--- src/rtl/systolic_mac_array.sv ---
// Four-lane systolic MAC array. A start pulse walks a one-hot token across the
// lanes; each lane can also fire from a forwarded operand or a partial-sum pass.
module systolic_mac_array #(
  parameter int W      = 8,
  parameter int ACC_W  = 16,
  parameter int N_MACS = 4
) (
  input  logic                    clk,
  input  logic                    rst,
  input  logic                    start,
  input  logic signed [ACC_W-1:0] a_in,
  input  logic signed [ACC_W-1:0] w_0,
  input  logic signed [ACC_W-1:0] w_1,
  input  logic signed [ACC_W-1:0] w_2,
  input  logic signed [ACC_W-1:0] w_3,
  input  logic [3:0]              valid_in_1,
  input  logic [3:0]              valid_in_2,
  input  logic [3:0]              clear,
  output logic [3:0]              valid_ctrl,
  output logic                    busy,
  output logic signed [ACC_W-1:0] acc_out_0,
  output logic signed [ACC_W-1:0] acc_out_1,
  output logic signed [ACC_W-1:0] acc_out_2,
  output logic signed [ACC_W-1:0] acc_out_3,
  output logic [3:0]              valid_out
);

  typedef enum logic [2:0] {IDLE, S0, S1, S2, S3} state_t;

  state_t state_reg, state_next;

  logic signed [ACC_W-1:0] w_lane  [N_MACS];
  logic signed [ACC_W-1:0] acc_reg [N_MACS];
  logic signed [ACC_W-1:0] fwd_reg [N_MACS];
  logic                    vout_reg[N_MACS];

  // Low W bits of both operands multiplied as signed, then resized to ACC_W.
  function automatic logic signed [ACC_W-1:0] mac_product(
    input logic signed [W-1:0] op,
    input logic signed [W-1:0] wt
  );
    logic signed [2*W-1:0] prod;
    prod = op * wt;
    return ACC_W'(prod);
  endfunction

  always_ff @(posedge clk or posedge rst) begin
    if (rst) state_reg <= IDLE;
    else     state_reg <= state_next;
  end

  always_comb begin
    state_next = state_reg;
    valid_ctrl = 4'b0000;
    case (state_reg)
      IDLE: if (start) state_next = S0;
      S0: begin valid_ctrl = 4'b0001; state_next = S1;   end
      S1: begin valid_ctrl = 4'b0010; state_next = S2;   end
      S2: begin valid_ctrl = 4'b0100; state_next = S3;   end
      S3: begin valid_ctrl = 4'b1000; state_next = IDLE; end
      default: state_next = IDLE;
    endcase
  end

  assign busy = (state_reg != IDLE);

  assign w_lane[0] = w_0;
  assign w_lane[1] = w_1;
  assign w_lane[2] = w_2;
  assign w_lane[3] = w_3;

  assign acc_out_0 = acc_reg[0];
  assign acc_out_1 = acc_reg[1];
  assign acc_out_2 = acc_reg[2];
  assign acc_out_3 = acc_reg[3];

  genvar gi;
  generate
    for (gi = 0; gi < N_MACS; gi++) begin : g_lane
      logic signed [ACC_W-1:0] op_prev;
      logic signed [ACC_W-1:0] sum_prev;

      // Lane 0 has no upstream neighbour: it takes a_in directly and adds zero.
      if (gi == 0) begin : g_first
        assign op_prev  = a_in;
        assign sum_prev = '0;
      end else begin : g_chain
        assign op_prev  = fwd_reg[gi-1];
        assign sum_prev = acc_reg[gi-1];
      end

      always_ff @(posedge clk or posedge rst) begin
        if (rst) begin
          acc_reg[gi]  <= '0;
          fwd_reg[gi]  <= '0;
          vout_reg[gi] <= 1'b0;
        end else begin
          vout_reg[gi] <= 1'b0;
          if (clear[gi]) begin
            acc_reg[gi] <= '0;
          end else if (valid_ctrl[gi]) begin
            acc_reg[gi]  <= acc_reg[gi] + mac_product(a_in[W-1:0], w_lane[gi][W-1:0]);
            fwd_reg[gi]  <= a_in;
            vout_reg[gi] <= 1'b1;
          end else if (valid_in_1[gi]) begin
            acc_reg[gi]  <= acc_reg[gi] + mac_product(op_prev[W-1:0], w_lane[gi][W-1:0]);
            fwd_reg[gi]  <= op_prev;
            vout_reg[gi] <= 1'b1;
          end else if (valid_in_2[gi]) begin
            acc_reg[gi]  <= acc_reg[gi] + sum_prev;
            vout_reg[gi] <= 1'b1;
          end
        end
      end

      assign valid_out[gi] = vout_reg[gi];
    end
  endgenerate

  // Weight high bits and the last lane's forwarded high bits have no consumer.
  logic unused_bits;
  assign unused_bits = ^{w_0[ACC_W-1:W], w_1[ACC_W-1:W], w_2[ACC_W-1:W],
                         w_3[ACC_W-1:W], fwd_reg[N_MACS-1][ACC_W-1:W]};

endmodule

--- config.mk ---
export PLATFORM = sky130hd
export DESIGN_NAME = systolic_mac_array
export DESIGN_NICKNAME = d
export VERILOG_FILES = /design/src/rtl/systolic_mac_array.sv
export SDC_FILE = /design/constraint.sdc
export NUM_CORES = 2
export LEC_CHECK = 0
export CORE_ASPECT_RATIO = 1.1
export CORE_MARGIN = 3
export CORE_UTILIZATION = 31
export CTS_CLUSTER_SIZE = 8
export DETAILED_ROUTE_END_ITERATION = 10
export PLACE_DENSITY = 0.54
export SLEW_MARGIN = 15
export SYNTH_ARGS = -nofsm -noshare
export SYNTH_HDL_FRONTEND = slang
export SYNTH_SLANG_ARGS = --single-unit
--- constraint.sdc ---
create_clock -name clk -period 6 [get_ports clk]
set_input_delay 0.9 -clock clk [delete_from_list [all_inputs] [get_ports clk]]
set_output_delay 0.9 -clock clk [all_outputs]
set_load 0.1 [all_outputs]
==> results.toml <==
[run_status]
status = "completed"

[layout]
fin_nets = 4037
final_area_um2 = 31300
syn2layout_area_growth_pct = 17.3
mostFrequentLayoutCell = "fa_1"
drive_gt1_share_pct = 9.86
largest_register_ffs = 24
num-fill-cells = 8772
seq_area_um2 = 2380
multiInputGateArea_um2 = 22000
layout_common_cells = "500 x fa_1, 495 x inv_1, 304 x ha_1, 270 x nand2_1, 239 x and2_1"

[routing]
drcViolationCount = 0
wl_per_cell_um = 18.2
drt.antenna.violating_nets = 0
first_pass_iters = 5
routed_via_density = 4.76
detail_route.iter0.violations = 1107
vias = 20400
wl_mm = 77.9

[clock_network]
cts_setup_buffers = 0
cts_tree = "done"
numCtsBuffers = 9
cts_root_buf = "clkbuf_16"
clock_path_buffers = 2
clk_pin_slew_worst_paths_ps = 80
h-tree-depth = 3
cts.sinks = 95
clock_latency_ps = 380

[critical_path]
cp-start-kind = "input pin"
required_ps = 6250
arrival_ps = 6060
rr_startpoint = "acc_out_2[6]$_DFFE_PP0P_"
ff2ff_setup_slack_ps = 720
r2r.worst_path.cells = 18
endpoint = "acc_out_1[15]$_DFFE_PP0P_"
crit_start = "a_in[4]"
path_max_fanout = 8
critPathKind = "input pin to flip-flop"
cp-end-kind = "flip-flop"
r2r-end = "acc_out_2[13]$_DFFE_PP0P_"

[die]
die_w_um = 286
rows = 112
io_pins = 168
die_h_um = 314
dieArea_um2 = 89500
coreArea_um2 = 85100
start_util_pct = 31.3

[timing]
worst_pin_slew_ps = 1140
timing.final.crit_share_pct = 96.8
fin_crit_ps = 5810
slew_headroom_pct = 23.5
setup_viol = 0
fmax_mhz = 172
grt_setup_unrepaired = "yes"
hold_violations = 0
finClkSkew_ps = 16.0
maxSlewViolCount = 0

[placement]
gp_congestion = 0.844
place_area_um2 = 30900
io_buffers = 127
dp_hpwl_mm = 66.1

[yosys]
syn_inst = 2868
synth_area_um2 = 26700
synth.avg_cell_area_um2 = 9.29
synth_fp_nets = 3767
ys_seq_area_share_pct = 8.92
yosys_warnings = 0
yosys_most_used_dff = "dfrtp_1"
ys_seq_elements = 95
yosysUniqueCellTypes = 74
synth-edff-count = 0
async_flop_share_pct = 100

[grt]
antenna_found_initial = 4
grt_pass1_wl_mm = 126
grtUsageTotal_pct = 18.1
grt_pass1_vias = 22000
grt_max_degree = 58
grt_overflow = 0

[worst_hold_path]
min-delay-path-class = "flip-flop to flip-flop"

[job]
drv_cap = 0
[per-layer routing]
| layer | GRT usage, % | share of wire, % | wire length (um) | up-vias |
|---|---|---|---|---|
| met5 | 0 | 0.026 | 20 | - |
| met4 | 3.02 | 1.7 | 1290 | 2 |
| met3 | 3.98 | 6.1 | 4750 | 69 |
| met2 | 31.0 | 49 | 37800 | 435 |
| met1 | 23.9 | 44 | 34000 | 10300 |
| li1 | - | - | - | 9620 |
[cells by family (layout without fill, tap and decap cells)]
group	Yosys count	count (layout)	synth area share (%)
AOI/OAI and AO/OA	387	387	9.84
xor gates and xnor gates	168	168	5.52
and+or+nand+nor	784	784	14.5
muxes	20	20	0.798
other	0	1	0
DFF	95	95	8.92
buffers and inverters	610	885	8.62
adders and majority gates	804	804	51.8
[per-stage QoR]
stage | std cells | setup TNS [ps] | utilization (%) | worst slack [ps] | hold slack [ps]
floorplan | 2868 | 0 | - | 146 | 534
global placement | 4267 | -1930 | 36.4 | -242 | 568
detailed placement | 4267 | -2170 | 36.4 | -281 | 576
CTS | 4283 | 0 | 36.7 | 128 | 591
global route | 4283 | -10.7 | 36.7 | -10.7 | 640
finish | 4284 | 0 | 36.7 | 195 | 585
[cell usage after synthesis, drive strengths merged, types with 21 or more instances]
library cell  instances  area, um^2
a22oi                22         165
fa                  500       10000
inv                 499        1870
xnor2               134        1170
ha                  304        3800
dfrtp                95        2380
a21o                 22         165
xor2                 34         298
o21ai                96         480
a22o                 24         210
a21oi                85         433
a211oi               28         220
clkbuf               99         372
o211ai               21         163
nand2               270        1010
nor2                127         479
and2                239        1500
nand3                22         110
nand2b               24         150
nor3                 37         185
[timing repair]
item                       4_1_cts  5_1_grt
setup endpoints to repair        0       10
gates resized for setup          0        9
hold buffers                     0        0
[worst max-delay path: stages]
cell and delay, ps:
clkdlybuf4s50_1 440, buf_12 170, and2_1 170, fa_1 500
inv_1 60, fa_1 530, inv_1 50, fa_1 450
fa_1 510, fa_1 410, ha_1 330, and2_1 200
a211oi_2 330, nor3_2 110, a2111oi_4 370, o21bai_2 90
a21oi_2 150, xnor2_1 180, o211ai_2 100
[layout make-up]
class,instances,area share [%]
multi-input cells,2163,70.5
repair buffers,370,10.4
flip-flops and latches,95,7.61
inverters,499,6.00
well taps,1140,4.56
clock buffers,10,0.733
clock inverters,6,0.188
diodes,1,0.00801
[worst min-delay path by stage]
| stage | from | end | slack (ps) | cells after the start |
|---|---|---|---|---|
| 6_report | state_reg[1]$_DFFE_PP0P_ | state_reg[0]$_DFFE_PP0P_ | 590 | 1 |
| 5_1_grt | state_reg[1]$_DFFE_PP0P_ | state_reg[0]$_DFFE_PP0P_ | 640 | 1 |
| 4_1_cts | state_reg[0]$_DFFE_PP0P_ | state_reg[0]$_DFFE_PP0P_ | 590 | 2 |
| 3_5_place_dp | state_reg[1]$_DFFE_PP0P_ | state_reg[0]$_DFFE_PP0P_ | 580 | 1 |
| 3_3_place_gp | state_reg[1]$_DFFE_PP0P_ | state_reg[0]$_DFFE_PP0P_ | 570 | 1 |
| 2_1_floorplan | state_reg[1]$_DFFE_PP0P_ | state_reg[0]$_DFFE_PP0P_ | 530 | 1 |
Power is left out: the tool's default activity adds up to more than one toggle a clock period on the data nets, which glitch-free logic cannot reach.
